--- src/rtl/register_file_if.sv ---
// register_file_if: decode/writeback side of the register file (addresses, write data, read operands)
interface register_file_if #(
   parameter int DATA_WIDTH = 32,
   parameter int ADDR_WIDTH = 5
);
   logic                  regWrite;
   logic [ADDR_WIDTH-1:0] RD1;
   logic [ADDR_WIDTH-1:0] RD2;
   logic [ADDR_WIDTH-1:0] writeReg;
   logic [DATA_WIDTH-1:0] writeData;
   logic [DATA_WIDTH-1:0] readData1;
   logic [DATA_WIDTH-1:0] readData2;
   modport master (
      output regWrite, RD1, RD2, writeReg, writeData,
      input  readData1, readData2
   );
   modport slave (
      input  regWrite, RD1, RD2, writeReg, writeData,
      output readData1, readData2
   );
endinterface

--- src/rtl/register_file.sv ---
// register_file: 32x32 GPR file, two combinational read ports, one synchronous write port, x0 hardwired to zero
module register_file #(
   parameter int DATA_WIDTH = 32,
   parameter int ADDR_WIDTH = 5
) (
   input logic           clk,
   input logic           reset,
   register_file_if.slave bus
);
   localparam int DEPTH = 2 ** ADDR_WIDTH;
   logic [DATA_WIDTH-1:0] regs_q [DEPTH];
   logic [DATA_WIDTH-1:0] regs_d [DEPTH];
   always_comb begin
      regs_d = regs_q;
      if (bus.regWrite && bus.writeReg != '0) regs_d[bus.writeReg] = bus.writeData;
   end
   always_ff @(posedge clk or negedge reset) begin
      if (!reset) regs_q <= '{default: '0};
      else        regs_q <= regs_d;
   end
   // x0 is gated on the read side too, so it never depends on storage contents
   assign bus.readData1 = (bus.RD1 == '0) ? '0 : regs_q[bus.RD1];
   assign bus.readData2 = (bus.RD2 == '0) ? '0 : regs_q[bus.RD2];
endmodule

--- src/flat_wrapper.sv ---
// flat-port wrapper written by rule: the top's interface ports become plain ports
module register_file_flat 
#(
   parameter int DATA_WIDTH = 32,
   parameter int ADDR_WIDTH = 5
)
  (clk, reset, bus_regWrite, bus_RD1, bus_RD2, bus_writeReg, bus_writeData, bus_readData1, bus_readData2);
  register_file_if #(.DATA_WIDTH(DATA_WIDTH), .ADDR_WIDTH(ADDR_WIDTH)) bus_i ();
  input logic clk;
  input logic reset;
  input wire logic [$bits(bus_i.regWrite)-1:0] bus_regWrite;
  input wire logic [$bits(bus_i.RD1)-1:0] bus_RD1;
  input wire logic [$bits(bus_i.RD2)-1:0] bus_RD2;
  input wire logic [$bits(bus_i.writeReg)-1:0] bus_writeReg;
  input wire logic [$bits(bus_i.writeData)-1:0] bus_writeData;
  output wire logic [$bits(bus_i.readData1)-1:0] bus_readData1;
  output wire logic [$bits(bus_i.readData2)-1:0] bus_readData2;
  assign bus_i.regWrite = bus_regWrite;
  assign bus_i.RD1 = bus_RD1;
  assign bus_i.RD2 = bus_RD2;
  assign bus_i.writeReg = bus_writeReg;
  assign bus_i.writeData = bus_writeData;
  assign bus_readData1 = bus_i.readData1;
  assign bus_readData2 = bus_i.readData2;
  register_file #(.DATA_WIDTH(DATA_WIDTH), .ADDR_WIDTH(ADDR_WIDTH)) u_core (.clk(clk), .reset(reset), .bus(bus_i));
endmodule
--- config.mk ---
export PLATFORM = sky130hd
export DESIGN_NAME = register_file_flat
export DESIGN_NICKNAME = d
export VERILOG_FILES = /design/src/rtl/register_file_if.sv /design/src/rtl/register_file.sv /design/src/flat_wrapper.sv
export SDC_FILE = /design/constraint.sdc
export NUM_CORES = 2
export LEC_CHECK = 0
export BUFFER_PORTS_ARGS = -buffer_cell sky130_fd_sc_hd__buf_2
export CORE_MARGIN = 3
export CORE_UTILIZATION = 40
export CTS_CLUSTER_DIAMETER = 120
export DETAILED_ROUTE_END_ITERATION = 10
export PLACE_DENSITY = 0.53
export SLEW_MARGIN = 20
export SYNTH_ARGS = -nofsm -noshare
export SYNTH_HDL_FRONTEND = slang
export SYNTH_SLANG_ARGS = --single-unit
--- constraint.sdc ---
create_clock -name clk -period 2.2 [get_ports clk]
set_input_delay 0.22 -clock clk [delete_from_list [all_inputs] [get_ports clk]]
set_output_delay 0.22 -clock clk [all_outputs]
set_load 0.1 [all_outputs]
==> impl_metrics.ini <==
[outcome]
status = complete, but fails checks
violations = negative setup slack

[hold_path]
hp-start = bus_writeData[28]
hold_path_depth = 2
hp-class = input pin to flop
hold_end = u_core.regs_q[732]

[synthesis]
syn-num-nets = 3663
ys.flop_type = dfrtp_1
synth_cells = 3613
avgSynthCellArea_sq_um = 15.22
syn-cell-area_sq_um = 55000
ys_ff_latch = 1024
ys_seq_area_frac = 0.4659
ys_types = 39
yosys.area.top_type_share = 0.4659
synthArstFlopShare = 1.000
synth_edf_count = 0
yosysTopAreaCell = dfrtp_1
ys_warn_count = 0
synth.area.top_cells = dfrtp_1 47%, mux2_2 21%, mux4_2 18%, mux2i_1 2.3%, buf_6 1.6%

[layout]
layout_commonest_cell = dfrtp_1
fill_cells = 11170
area_growth_pct = 25.59
final_cell_mix = 1024 x dfrtp_1, 974 x mux2_2, 448 x mux4_2
fin_util = 0.5080
top_regs = u_core.regs_q: 1024 flops
largest_reg_flops = 1024
drive_above_1_share = 0.6545
top_register = u_core.regs_q
fin_nets = 3958

[critical_path]
critPathMostFrequentCell = buf_12
critPathKind = flop to primary output
reg2reg_from = u_core.regs_q[566]
r2r_slack_ps = 1270
crit_fanout = 3
path_cells = mux4_2 -> mux2_4 -> o21ai_4 -> a311oi_4 -> buf_12 -> buf_12
cp_data_arrival_time_ps = 2470
r2r-end = u_core.regs_q[566]
cpMaxStageDelayCell = mux4_2
crit_path_end_kind = primary output
cp_slowest_stage_delay_ps = 480
reg2reg_depth = 2
start_kind = flop
required_ps = 1980

[clock_tree]
cts_tree = done
clockBufferDepth = 3
numCtsBuffers = 119
cts_root_buf = clkbuf_16
clk_pin_slew_ps = 60
numClockSinks = 1024
clk_latency_ps = 730
htree_levels = 3

[pwr]
power_switching_mw = 18.00
combinationalPowerShare = 0.247
p_int_mw = 43.95
power.density_nw_per_um2 = 896.9
power.leakage_nw = 29.33
pwr-share-seq = 0.406
ir_drop_uv = 673.7
p_sw_frac = 0.2906
clockPowerShare = 0.347

[drt]
wl_per_cell_um = 33.43
wl_mm = 193.6
ant_nets = 0
routed-via-count = 36430
drt_iter0_drc = 3199
viasPerCell = 6.288
first_pass_iters = 5
drc = 0

[sta]
rsz0062_at_grt = true
hold_viol = 0
period_needed_ps = 2692
fin_worst_skew_ps = 0
fin_ws_ps = -492.0
fmaxAchievable_mhz = 371.5
finalSetupViolCount = 64
timing.slew.headroom = 0.3846
post-route-period-util = 1.224
worst_slew_pin_slew_ps = 921.0
maxSlewViolCount = 0

[die]
boundaryPins = 114
core_area_sq_um = 136000
rows = 135
dieHeight_um = 376.8
dieArea_sq_um = 142000
die_x_um = 376.8
start_util = 0.4045

[grt]
grt_pass1_vias = 39310
track_usage = 0.2741
grt_max_degree = 99
grt-ovfl-total = 0
antenna_found_initial = 6
grt_pass1_wl_mm = 283.0

[place]
place_ws_ps = -340.7
hpwl_mm = 123.4
numPortBuffers = 113
gp_congestion = 0.8358

[job]
cap_violations = 0
metal layers:
| layer | track usage | routed length [um] | up-vias |
|---|---|---|---|
| li1 | - | - | 14670 |
| met1 | 0.3866 | 84340 | 20110 |
| met2 | 0.4307 | 90330 | 1303 |
| met3 | 0.04606 | 12470 | 339 |
| met5 | 0 | 0 | - |
| met4 | 0.09337 | 6502 | 0 |
critical path, delay by kind of cell (launching register included):
family          cells  cell delay (ps)
mux                 2              770
flops               1              400
buf+inv             2              350
compound gates      2              210
timing repair:
action / in CTS / in global routing
hold buffers: 3 / 0
gates resized for setup: 202 / 86
endpoints found under the hold margin: 411 / 0
buffers inserted: 13 / 7
setup endpoints to repair: 64 / 64
pin swaps: 104 / 37
through the flow:
stage	setup TNS [ps]	hold WS [ps]	power (mW)	instances	cell area, sq um
global placement	-10980	197.1	39.05	5554	63310
global route	-29500	93.19	64.37	5791	69070
finish	-25310	100.7	61.95	5793	69080
floorplan	-7135	-75.59	34.93	3613	56780
CTS	-28850	30.28	62.04	5785	68570
detailed placement	-11210	204.1	39.87	5554	63310
how the worst max path moves through the flow:
stage / start / to / slack [ps] / cells past startpoint
2_1_floorplan: bus_RD2[1] / bus_readData2[1] / -170 / 7
3_3_place_gp: bus_RD2[2] / bus_readData2[30] / -310 / 8
3_5_place_dp: bus_RD2[2] / bus_readData2[30] / -340 / 8
4_1_cts: u_core.regs_q[418] / bus_readData2[2] / -540 / 6
5_1_grt: u_core.regs_q[418] / bus_readData2[2] / -570 / 6
6_report: u_core.regs_q[614] / bus_readData1[6] / -490 / 6
Yosys cell counts, drive strengths merged, types with 3 or more instances:
cell type,number
o2111ai,16
buf,246
a221oi,48
nor3b,4
or2,3
a311oi,64
a22oi,64
dfrtp,1024
a211oi,64
mux4,448
clkbuf,179
mux2i,128
o21ai,112
nand2,48
nor2,23
nand3b,4
mux2,1056
nor2b,67
power groups by stage:
stage                     sequential [mW]  combinational (mW)  clock, mW
after floorplan                      24.3                10.6          0
after global placement               24.9                14.1          0
after detailed placement             25.4                14.5          0
after CTS                            25.0                15.1       21.9
after global routing                 25.5                16.1       22.7
final                                25.2                15.3       21.5
logic make-up after synthesis:
family,synth area share
AND/OR/NAND/NOR,0.01624
multiplexers,0.4229
flip-flops,0.4659
buffers and inverters,0.04688
AO/OA/AOI/OAI,0.04804
layout make-up:
type                            instances  area, sq um  area share
Antenna cell                            3        7.507   0.0001087
Clock buffer                          165         3381     0.04894
Clock inverter                         57        879.6     0.01273
Inverter                                2        12.51   0.0001811
Multi-Input combinational cell       2162        29910      0.4330
Sequential cell                      1024        25620      0.3709
Tap cell                             1781         2228     0.03226
Timing Repair Buffer                  599         7037      0.1019
No activity file was read; power rests on OpenSTA's default activity.
